--- src/rtl/bridge_pkg.sv ---
// Shared constants and types for the ASCII UART bridge (host, rx and tx sides).
package bridge_pkg;

  localparam int unsigned ADDR_W   = 16;
  localparam int unsigned DATA_W   = 16;
  localparam int unsigned BYTE_W   = 8;
  localparam int unsigned NIB_W    = 4;
  localparam int unsigned IDX_W    = 4;

  localparam int unsigned RD_LEN   = 7;
  localparam int unsigned WR_LEN   = 11;
  localparam int unsigned RESP_LEN = 7;

  localparam logic [BYTE_W-1:0] ASCII_R  = 8'h52;
  localparam logic [BYTE_W-1:0] ASCII_W  = 8'h57;
  localparam logic [BYTE_W-1:0] ASCII_M  = 8'h4D;
  localparam logic [BYTE_W-1:0] ASCII_CR = 8'h0D;
  localparam logic [BYTE_W-1:0] ASCII_LF = 8'h0A;
  localparam logic [BYTE_W-1:0] ASCII_0  = 8'h30;
  localparam logic [BYTE_W-1:0] ASCII_9  = 8'h39;
  localparam logic [BYTE_W-1:0] ASCII_A  = 8'h41;
  localparam logic [BYTE_W-1:0] ASCII_F  = 8'h46;

  typedef enum logic [1:0] {
    IDLE,
    SEND,
    WAIT_RESP
  } state_t;

  typedef struct packed {
    logic [ADDR_W-1:0] addr;
    logic [DATA_W-1:0] data;
    logic              rw;
  } req_t;

  // Index of the LF byte in an outgoing frame.
  function automatic logic [IDX_W-1:0] frame_last(input logic rw);
    return rw ? IDX_W'(WR_LEN - 1) : IDX_W'(RD_LEN - 1);
  endfunction

endpackage

--- src/rtl/hex_codec.sv ---
// Nibble <-> uppercase ASCII hex conversion, purely combinational.
module hex_codec
  import bridge_pkg::*;
(
  input  logic [NIB_W-1:0]  enc_nibble,
  output logic [BYTE_W-1:0] enc_ascii_c,
  input  logic [BYTE_W-1:0] dec_ascii,
  output logic [NIB_W-1:0]  dec_nibble_c,
  output logic              dec_invalid_c
);

  always_comb begin : encode
    enc_ascii_c = ASCII_0 + BYTE_W'(enc_nibble);
    if (enc_nibble >= NIB_W'(10)) begin
      enc_ascii_c = ASCII_A + BYTE_W'(enc_nibble) - BYTE_W'(10);
    end
  end

  // Lowercase hex is deliberately rejected.
  always_comb begin : decode
    dec_nibble_c  = '0;
    dec_invalid_c = 1'b1;
    if (dec_ascii >= ASCII_0 && dec_ascii <= ASCII_9) begin
      dec_nibble_c  = dec_ascii[NIB_W-1:0];
      dec_invalid_c = 1'b0;
    end else if (dec_ascii >= ASCII_A && dec_ascii <= ASCII_F) begin
      dec_nibble_c  = dec_ascii[NIB_W-1:0] + NIB_W'(9);
      dec_invalid_c = 1'b0;
    end
  end

endmodule

--- src/rtl/bridge_host.sv ---
// Host-side bridge: serialises read/write requests into ASCII frames for a UART
// and parses the "Mhhhh\r\n" reply that completes a read.
module bridge_host
  import bridge_pkg::*;
#(
  parameter int unsigned TIMEOUT_CYCLES = 1_000_000
) (
  input  logic              clk,
  input  logic              rst,
  input  logic [ADDR_W-1:0] req_addr,
  input  logic [DATA_W-1:0] req_data,
  input  logic              req_rw,
  input  logic              req_valid,
  output logic              req_ready,
  output logic [BYTE_W-1:0] axiod,
  output logic              axiov,
  input  logic              axior,
  input  logic [BYTE_W-1:0] axiid,
  input  logic              axiiv,
  output logic [DATA_W-1:0] res_data,
  output logic              res_valid,
  output logic              res_error
);

  localparam int unsigned CNT_W = $clog2(TIMEOUT_CYCLES + 1);

  state_t            state_q, state_d;
  req_t              req_q, req_d;
  logic [IDX_W-1:0]  idx_q, idx_d;
  logic [DATA_W-1:0] acc_q, acc_d;
  logic [CNT_W-1:0]  cnt_q, cnt_d;
  logic [BYTE_W-1:0] axiod_q;
  logic              axiov_q, axiov_d;
  logic              req_ready_q;
  logic [DATA_W-1:0] res_data_q, res_data_d;
  logic              res_valid_q, res_valid_d;
  logic              res_error_q, res_error_d;

  logic              tx_load;
  logic [NIB_W-1:0]  tx_nib;
  logic              tx_hex;
  logic [BYTE_W-1:0] tx_byte;
  logic [BYTE_W-1:0] enc_ascii_c;
  logic [NIB_W-1:0]  rx_nib_c;
  logic              rx_nib_invalid_c;
  logic              rx_bad;

  hex_codec u_hex_codec (
    .enc_nibble    (tx_nib),
    .enc_ascii_c   (enc_ascii_c),
    .dec_ascii     (axiid),
    .dec_nibble_c  (rx_nib_c),
    .dec_invalid_c (rx_nib_invalid_c)
  );

  // Nibble feeding the byte that will be presented next (index idx_d of req_d).
  always_comb begin : tx_nib_sel
    tx_nib = '0;
    tx_hex = 1'b0;
    case (idx_d)
      IDX_W'(1): begin tx_nib = req_d.addr[15:12]; tx_hex = 1'b1;     end
      IDX_W'(2): begin tx_nib = req_d.addr[11:8];  tx_hex = 1'b1;     end
      IDX_W'(3): begin tx_nib = req_d.addr[7:4];   tx_hex = 1'b1;     end
      IDX_W'(4): begin tx_nib = req_d.addr[3:0];   tx_hex = 1'b1;     end
      IDX_W'(5): begin tx_nib = req_d.data[15:12]; tx_hex = req_d.rw; end
      IDX_W'(6): begin tx_nib = req_d.data[11:8];  tx_hex = req_d.rw; end
      IDX_W'(7): begin tx_nib = req_d.data[7:4];   tx_hex = req_d.rw; end
      IDX_W'(8): begin tx_nib = req_d.data[3:0];   tx_hex = req_d.rw; end
      default: ;
    endcase
  end

  always_comb begin : tx_byte_sel
    tx_byte = ASCII_LF;
    if (idx_d == '0) begin
      tx_byte = req_d.rw ? ASCII_W : ASCII_R;
    end else if (tx_hex) begin
      tx_byte = enc_ascii_c;
    end else if (idx_d != frame_last(req_d.rw)) begin
      tx_byte = ASCII_CR;
    end
  end

  // Whether the incoming byte breaks the expected reply at parser position idx_q.
  always_comb begin : rx_check
    rx_bad = 1'b1;
    case (idx_q)
      IDX_W'(0):                                    rx_bad = (axiid != ASCII_M);
      IDX_W'(1), IDX_W'(2), IDX_W'(3), IDX_W'(4):   rx_bad = rx_nib_invalid_c;
      IDX_W'(5):                                    rx_bad = (axiid != ASCII_CR);
      IDX_W'(6):                                    rx_bad = (axiid != ASCII_LF);
      default: ;
    endcase
  end

  always_comb begin : fsm_comb
    state_d     = state_q;
    req_d       = req_q;
    idx_d       = idx_q;
    acc_d       = acc_q;
    cnt_d       = cnt_q;
    axiov_d     = axiov_q;
    res_data_d  = res_data_q;
    res_valid_d = 1'b0;
    res_error_d = 1'b0;
    tx_load     = 1'b0;
    unique case (state_q)
      IDLE: begin
        if (req_valid) begin
          req_d   = '{addr: req_addr, data: req_data, rw: req_rw};
          idx_d   = '0;
          tx_load = 1'b1;
          axiov_d = 1'b1;
          state_d = SEND;
        end
      end
      SEND: begin
        if (axior) begin
          if (idx_q == frame_last(req_q.rw)) begin
            axiov_d = 1'b0;
            idx_d   = '0;
            cnt_d   = '0;
            acc_d   = '0;
            state_d = req_q.rw ? IDLE : WAIT_RESP;
          end else begin
            idx_d   = idx_q + IDX_W'(1);
            tx_load = 1'b1;
          end
        end
      end
      WAIT_RESP: begin
        cnt_d = cnt_q + CNT_W'(1);
        if (axiiv && rx_bad) begin
          res_error_d = 1'b1;
          state_d     = IDLE;
        end else if (axiiv && idx_q == IDX_W'(RESP_LEN - 1)) begin
          res_valid_d = 1'b1;
          res_data_d  = acc_q;
          state_d     = IDLE;
        end else begin
          if (axiiv) begin
            idx_d = idx_q + IDX_W'(1);
            if (idx_q >= IDX_W'(1) && idx_q <= IDX_W'(4)) begin
              acc_d = {acc_q[DATA_W-NIB_W-1:0], rx_nib_c};
            end
          end
          // The timeout runs from WAIT_RESP entry regardless of traffic.
          if (cnt_q == CNT_W'(TIMEOUT_CYCLES - 1)) begin
            res_error_d = 1'b1;
            state_d     = IDLE;
          end
        end
      end
      default: state_d = IDLE;
    endcase
  end

  always_ff @(posedge clk) begin : regs
    if (!rst) begin
      state_q     <= IDLE;
      req_q       <= '0;
      idx_q       <= '0;
      acc_q       <= '0;
      cnt_q       <= '0;
      axiod_q     <= '0;
      axiov_q     <= 1'b0;
      req_ready_q <= 1'b1;
      res_data_q  <= '0;
      res_valid_q <= 1'b0;
      res_error_q <= 1'b0;
    end else begin
      state_q     <= state_d;
      req_q       <= req_d;
      idx_q       <= idx_d;
      acc_q       <= acc_d;
      cnt_q       <= cnt_d;
      axiov_q     <= axiov_d;
      req_ready_q <= (state_d == IDLE);
      res_data_q  <= res_data_d;
      res_valid_q <= res_valid_d;
      res_error_q <= res_error_d;
      if (tx_load) begin
        axiod_q <= tx_byte;
      end
    end
  end

  assign req_ready = req_ready_q;
  assign axiod     = axiod_q;
  assign axiov     = axiov_q;
  assign res_data  = res_data_q;
  assign res_valid = res_valid_q;
  assign res_error = res_error_q;

endmodule

--- config.mk ---
export PLATFORM = sky130hd
export DESIGN_NAME = bridge_host
export DESIGN_NICKNAME = d
export VERILOG_FILES = /design/src/rtl/bridge_pkg.sv /design/src/rtl/hex_codec.sv /design/src/rtl/bridge_host.sv
export SDC_FILE = /design/constraint.sdc
export NUM_CORES = 1
export LEC_CHECK = 0
export ABC_CLOCK_PERIOD_IN_PS = 6200
export CAP_MARGIN = 20
export CORE_MARGIN = 5
export CORE_UTILIZATION = 40
export DETAILED_ROUTE_END_ITERATION = 10
export HOLD_SLACK_MARGIN = 0.15
export SYNTH_ARGS = -nofsm -noshare
export SYNTH_HDL_FRONTEND = slang
export SYNTH_SLANG_ARGS = --single-unit
--- constraint.sdc ---
create_clock -name clk -period 6.2 [get_ports clk]
set_input_delay 1.24 -clock clk [delete_from_list [all_inputs] [get_ports clk]]
set_output_delay 1.24 -clock clk [all_outputs]
set_load 0.05 [all_outputs]
==> Yosys cells after proc, flatten, opt, wreduce, memory -nomap -nowiden <==
Cells that the tools add are included.
{ "totals": {"reg_bits": 103, "in_bits": 46, "out_inout_bits": 28, "elab_cells": 131} }
{ "op_classes": {"add_sub_neg": 6, "magnitude_cmp": 7, "eq_ne": 29, "mux": 53, "n_bitwise": 3, "reduce_logical": 20} }
{ "ops": {"columns": ["op", "n"], "rows": [
  ["two-way mux 16 bit", 6],
  ["two-way mux 33 bit", 2],
  ["two-way mux 20 bit", 2],
  ["two-way mux 4 bit", 10],
  ["one-hot mux 20 bit (2 select lines)", 1],
  ["one-hot mux 16 bit (2 select lines)", 1],
  ["one-hot mux 4 bit (8 select lines)", 1],
  ["== test 4 x 3 -> 1 bit, second input constant", 7],
  ["two-way mux 8 bit", 3],
  ["adder 20 x 1 -> 20 bit, second input constant", 1],
  ["== test 20 bit, second input constant", 1],
  ["== test 4 x 2 -> 1 bit, second input constant", 4],
  ["!= test 8 x 4 -> 1 bit, second input constant", 2],
  ["two-way mux 2 bit", 7],
  ["!= test 2 bit, second input constant", 7],
  ["two-way mux 1 bit", 12],
  ["one-hot mux 4 bit (3 select lines)", 1],
  ["OR reduction 4 bit", 3],
  ["adder 7 x 4 -> 8 bit, first input constant", 1],
  ["== test 4 x 1 -> 1 bit, second input constant", 2],
  [">= comparator 8 x 6 -> 1 bit, second input constant", 1],
  [">= comparator 8 x 7 -> 1 bit, second input constant", 1],
  ["<= comparator 8 x 6 -> 1 bit, second input constant", 1],
  ["<= comparator 8 x 7 -> 1 bit, second input constant", 1],
  ["27 further kinds", 40]
]} }

==> Logic depth before layout (Yosys ltp) <==
{ "depth": {"word_depth": 15, "depth_mapped": 19, "ltp_nobuf": 17} }

==> Cells and area by module <==
From an unflattened synthesis, not the netlist that was laid out.
{ "unflattened": {"cells_unflattened": 651, "area_unflattened_um2": 5486.5} }
{ "by_module_without_submodules": {"columns": ["module", "n_inst", "cells_each", "area_each_um2", "seq_area_each_um2"], "rows": [
  ["bridge_host", 1, 604, 5152.4, 2062.0],
  ["hex_codec", 1, 47, 334.1, 0.0]
]} }

==> Least setup slack after synthesis <==
Ideal clock, no wire load.
{ "synth_timing": {"path_kind": "input-to-reg", "from": "input axiid[1]", "to": "register axiod_q[6], in the netlist axiod[6]", "setup_ns": 0.125, "t_arrival_ns": 4.712, "required_ns": 6.075, "setup_slack_ns": 1.363, "cell_stages": 18, "path_buffers": 1, "cell_sequence": "inv_1 > ha_1 > o21bai_4 > a2111oi_4 > nand4bb_4 > and2b_4 > nand2_4 > o311a_4 > buf_2 > nor3_1 > a31oi_1 > o311a_1 > ha_1 > or3_1 > nor3_1 > o31ai_1 > and2_1 > o2bb2ai_1"} }
{ "synth_between": {"elab_chain_len": 15, "word_cells_on_any_way": 35, "classes_between": "3 x add/sub; 5 x order compare; 11 x eq/ne; 10 x mux; 6 x reduce/logical"} }
{ "synth_lines": {"columns": ["element", "line_no", "rtl"], "rows": [
  ["from (decl)", "bridge_host.sv:18", "input logic [BYTE_W-1:0] axiid,"],
  [">= comparator 8 x 7 -> 1 bit or <= comparator 8 x 7 -> 1 bit (tied branches)", "hex_codec.sv:26", "end else if (dec_ascii >= ASCII_A && dec_ascii <= ASCII_F) begin"],
  ["logical AND 1 bit", "hex_codec.sv:26", null],
  ["two-way mux 1 bit", "hex_codec.sv:26", null],
  ["two-way mux 1 bit", "hex_codec.sv:23", "if (dec_ascii >= ASCII_0 && dec_ascii <= ASCII_9) begin"],
  ["one-hot mux 1 bit (4 select lines) (*)", "bridge_host.sv:87", "case (idx_q)"],
  ["logical AND 1 bit (*)", "bridge_host.sv:133", "if (axiiv && rx_bad) begin"],
  ["two-way mux 4 bit (*)", "bridge_host.sv:133", null],
  ["one-hot mux 4 bit (3 select lines) (*)", "bridge_host.sv:107", "unique case (state_q)"],
  ["== test 4 bit (tied with other cells)", "bridge_host.sv:60", "case (idx_d)"],
  ["one-hot mux 4 bit (8 select lines)", "bridge_host.sv:60", null],
  ["adder 7 x 4 -> 8 bit", "hex_codec.sv:15", "enc_ascii_c = ASCII_A + BYTE_W'(enc_nibble) - BYTE_W'(10);"],
  ["subtractor 8 x 4 -> 8 bit", "hex_codec.sv:15", null],
  ["two-way mux 8 bit", "hex_codec.sv:14", "if (enc_nibble >= NIB_W'(10)) begin"],
  ["two-way mux 8 bit", "bridge_host.sv:77", "end else if (tx_hex) begin"],
  ["two-way mux 8 bit (*)", "bridge_host.sv:75", "if (idx_d == '0) begin"],
  ["to (signal assigned)", "bridge_host.sv:183", "axiod_q <= tx_byte;"],
  ["to (decl)", "bridge_host.sv:32", "logic [BYTE_W-1:0] axiod_q;"]
]} }
Every way passes the cells marked *; elsewhere a longest branch is shown, timed or not.
A chain may end at the register's enable or synchronous reset.

==> Final worst setup path <==
{ "layout_timing": {"from": "input axiid[0]", "to": "register axiod_q[6], in the netlist axiod[6]"} }
The elaborated chain is that of the path after synthesis.

==> metrics.csv <==
stage,metric,value,unit
power,power_density,232,nW/um^2
route,post_drt_wl_per_cell,16.4,um
grt,grt_max_degree,76,
logic_synthesis,seq_area_frac_synth,38.4,%
route,wl_met1,5.95,mm
logic_synthesis,ys_ff_latch,102,
placement,gp_congestion,0.934,
power,total_leakage_power,2.42,nW
route,first_iter_violations,301,
route,drt_wl_total,14.2,mm
cts,htreeDepth,3,
critical_path,startpoint_type,primary input,
floorplan,core-area,13100,sq um
logic_synthesis,synth-xor-area-share,1.15,%
power,p_total,1.50,mW
logic_synthesis,synth_top_family_by_area,simple AND/OR/NAND/NOR gates,
timing,setup_viol,0,
floorplan,num_rows,42,
route,drtAntennaViolNets,0,
placement,place_area,6130,sq um
finish,n_antenna_cell,0,
cts,clk_pin_slew_worst_paths,0.08,ns
grt,antenna_found_initial,0,
logic_synthesis,synth.distinct_cells,82,
floorplan,die_h,125,um
timing,slew_viol_final,0,
cts,clk_path_buf_depth,2,
critical_path,cp.arrival,5.73,ns
finish,final_common_cell,dfxtp_1,
logic_synthesis,yosys.area_share.simple,23.5,%
cts,numCtsBuffers,9,
timing,fin_crit_sh,88.7,%
timing,hold_violations,0,
logic_synthesis,syn_inst,636,
timing,tightest_slew,0.844,ns
logic_synthesis,synth_ff_type,dfxtp_1,
logic_synthesis,synth_area,5320,sq um
finish,final_cell_mix,"dfxtp_1, nor2_1, clkdlybuf4s50_1",
logic_synthesis,synth_nets,693,
timing,fin_ws,0.698,ns
timing,fin_tns_setup,0,ns
worst_hold_path,hp-class,flip-flop to flip-flop,
floorplan,die_w,125,um
placement,hpwl,10.4,mm
logic_synthesis,ys_async_sr_fraction,0,%
grt,track_usage,18.1,%
finish,nFillCells,1312,
finish,fin_area,6450,sq um
cts,cts_root_buf,clkbuf_16,
floorplan,initial_utilization,40.5,%
cts,cts_tree,built,
route,post-route-drc-count,0,
route,wl_met3,789,um
placement,placed_cells,849,
placement,post-place-ws,0.318,ns
run_status,status,finished clean,
cts,post_cts_buffers,0,
timing,finalCriticalPeriod,5.50,ns
cts,ctsResizeCount,0,
logic_synthesis,synth_edf_count,0,
grt,overflow,0,
critical_path,r2r_setup_slack,1.48,ns
timing,rsz0062_at_grt,no,
finish,final_cells,865,
timing,slew-limit-headroom,43.5,%
route,vias,4889,
timing,max_freq,182,MHz
critical_path,cp_max_fo,12,
logic_synthesis,ys_warn_count,0,
job,cap_violations,0,
critical_path,crit_required,6.43,ns
grt,grt_pass1_vias,4864,
grt,grt_pass1_wl,23.7,mm
finish,drive_gt1_share,7.11,%
logic_synthesis,synth_compound_gate_area_share,23.4,%
finish,final_nets,741,
route,firstDrtPassIters,5,
logic_synthesis,synth.area.mux_share,6.79,%
logic_synthesis,synth_area_per_cell,8.37,sq um
power,ir_drop,0.000156,V
route,routed.top_layer,met4,
route,wl_met2,7.02,mm
floorplan,io_pins,74,
finish,fin_util,49.1,%
critical_path,criticalPathCategory,primary input to flip-flop,
logic_synthesis,synthAdderAreaFrac,2.59,%
cts,cts.sink_count,102,
cts,clk_latency,0.36,ns
critical_path,cp-end-kind,flip-flop,
floorplan,die_area,15700,sq um
timing,whs,0.460,ns
timing,fin_skew,0.00629,ns
cts,cts_hold_buf,0,
placement,io_buffers,72,
route,detail_route.vias_per_cell,5.65,
finish,syn_to_final_growth,21.2,%
## layout make-up
class                   instances  area, sq um  area share (%)
repair buffers                 78          766            11.9
clock inverters                 7         90.1            1.40
flip-flops and latches        102         2040            31.7
clock buffers                   9          225            3.49
well taps                     176          220            3.41
inverters                      12         45.0           0.698
multi-input cells             481         3060            47.5
## final timing paths
kind	startpoint	endpoint	cells past startpoint
worst max-delay path	axiid[0]	axiod[6]	18
worst min-delay path	req_q[32]	req_q[32]	2
worst max register to register	idx_q[0]	axiod[6]	17
worst min register to register	req_q[32]	req_q[32]	2
## state kept, by name, indices dropped and copies added, names as in the netlist, 2 cells and up
register,flops
acc_q,16
axiod,7
cnt_q,20
idx_q,4
req_q,33
res_data,16
state_q,2
## cells in the mapped netlist, types with 4 or more instances
cell type | number | share of area [%]
dfxtp_1 | 102 | 38
nor2_1 | 78 | 5.5
nand2_1 | 63 | 4.4
a21oi_1 | 52 | 4.9
mux2i_1 | 35 | 6.6
clkbuf_1 | 29 | 2.0
nand3_1 | 29 | 2.7
o21ai_0 | 27 | 2.5
nor3_1 | 14 | 1.3
a22o_1 | 11 | 1.8
ha_1 | 11 | 2.6
inv_1 | 11 | 0.78
and3_1 | 10 | 1.2
a31oi_1 | 9 | 1.1
or3_1 | 7 | 0.82
a211oi_1 | 6 | 0.85
and2_1 | 6 | 0.71
buf_2 | 6 | 0.56
nand4_1 | 6 | 0.71
o211ai_1 | 6 | 0.85
o22ai_1 | 6 | 0.71
a22oi_1 | 5 | 0.71
a32o_1 | 5 | 0.94
nand2b_1 | 5 | 0.59
xnor2_1 | 5 | 0.82
nor2b_1 | 4 | 0.47
nor4_1 | 4 | 0.47
o31ai_1 | 4 | 0.56
or4_1 | 4 | 0.56
## critical path: stages
cell and delay, ns:
clkdlybuf4s50_1 0.55, inv_1 0.19, ha_1 0.23, o21bai_4 0.07, a2111oi_4 0.49, nand4bb_4 0.27
and2b_4 0.20, nand3_2 0.12, nand2_1 0.36, or4_1 0.19, o41ai_2 0.08, o41a_4 0.51
ha_1 0.26, or3_1 0.37, nor3_1 0.18, o31ai_1 0.10, and2_1 0.18, o2bb2ai_1 0.12
## per-layer routing
metal	up-vias	GRT usage (%)
li1	2404	-
met1	2299	20.9
met2	149	31.1
met3	37	4.82
met4	0	8.80
met5	-	0
## kinds of logic (layout without fill, tap and decap cells)
kind of cell | count (synthesis) | after routing
adder cells (fa/ha/maj) | 11 | 11
XOR/XNOR | 7 | 7
AND/OR/NAND/NOR | 253 | 253
buffers and inverters | 53 | 106
flip-flops | 102 | 102
AO/OA/AOI/OAI | 173 | 173
multiplexers | 36 | 36
other | 1 | 1
## report_power, final
group	total, mW	leakage [nW]	internal [mW]	switching (mW)
clock network	0.594	0.154	0.322	0.272
registers	0.687	0.829	0.676	0.0118
logic	0.214	1.43	0.0864	0.128
No activity file was read; power rests on OpenSTA's default activity.
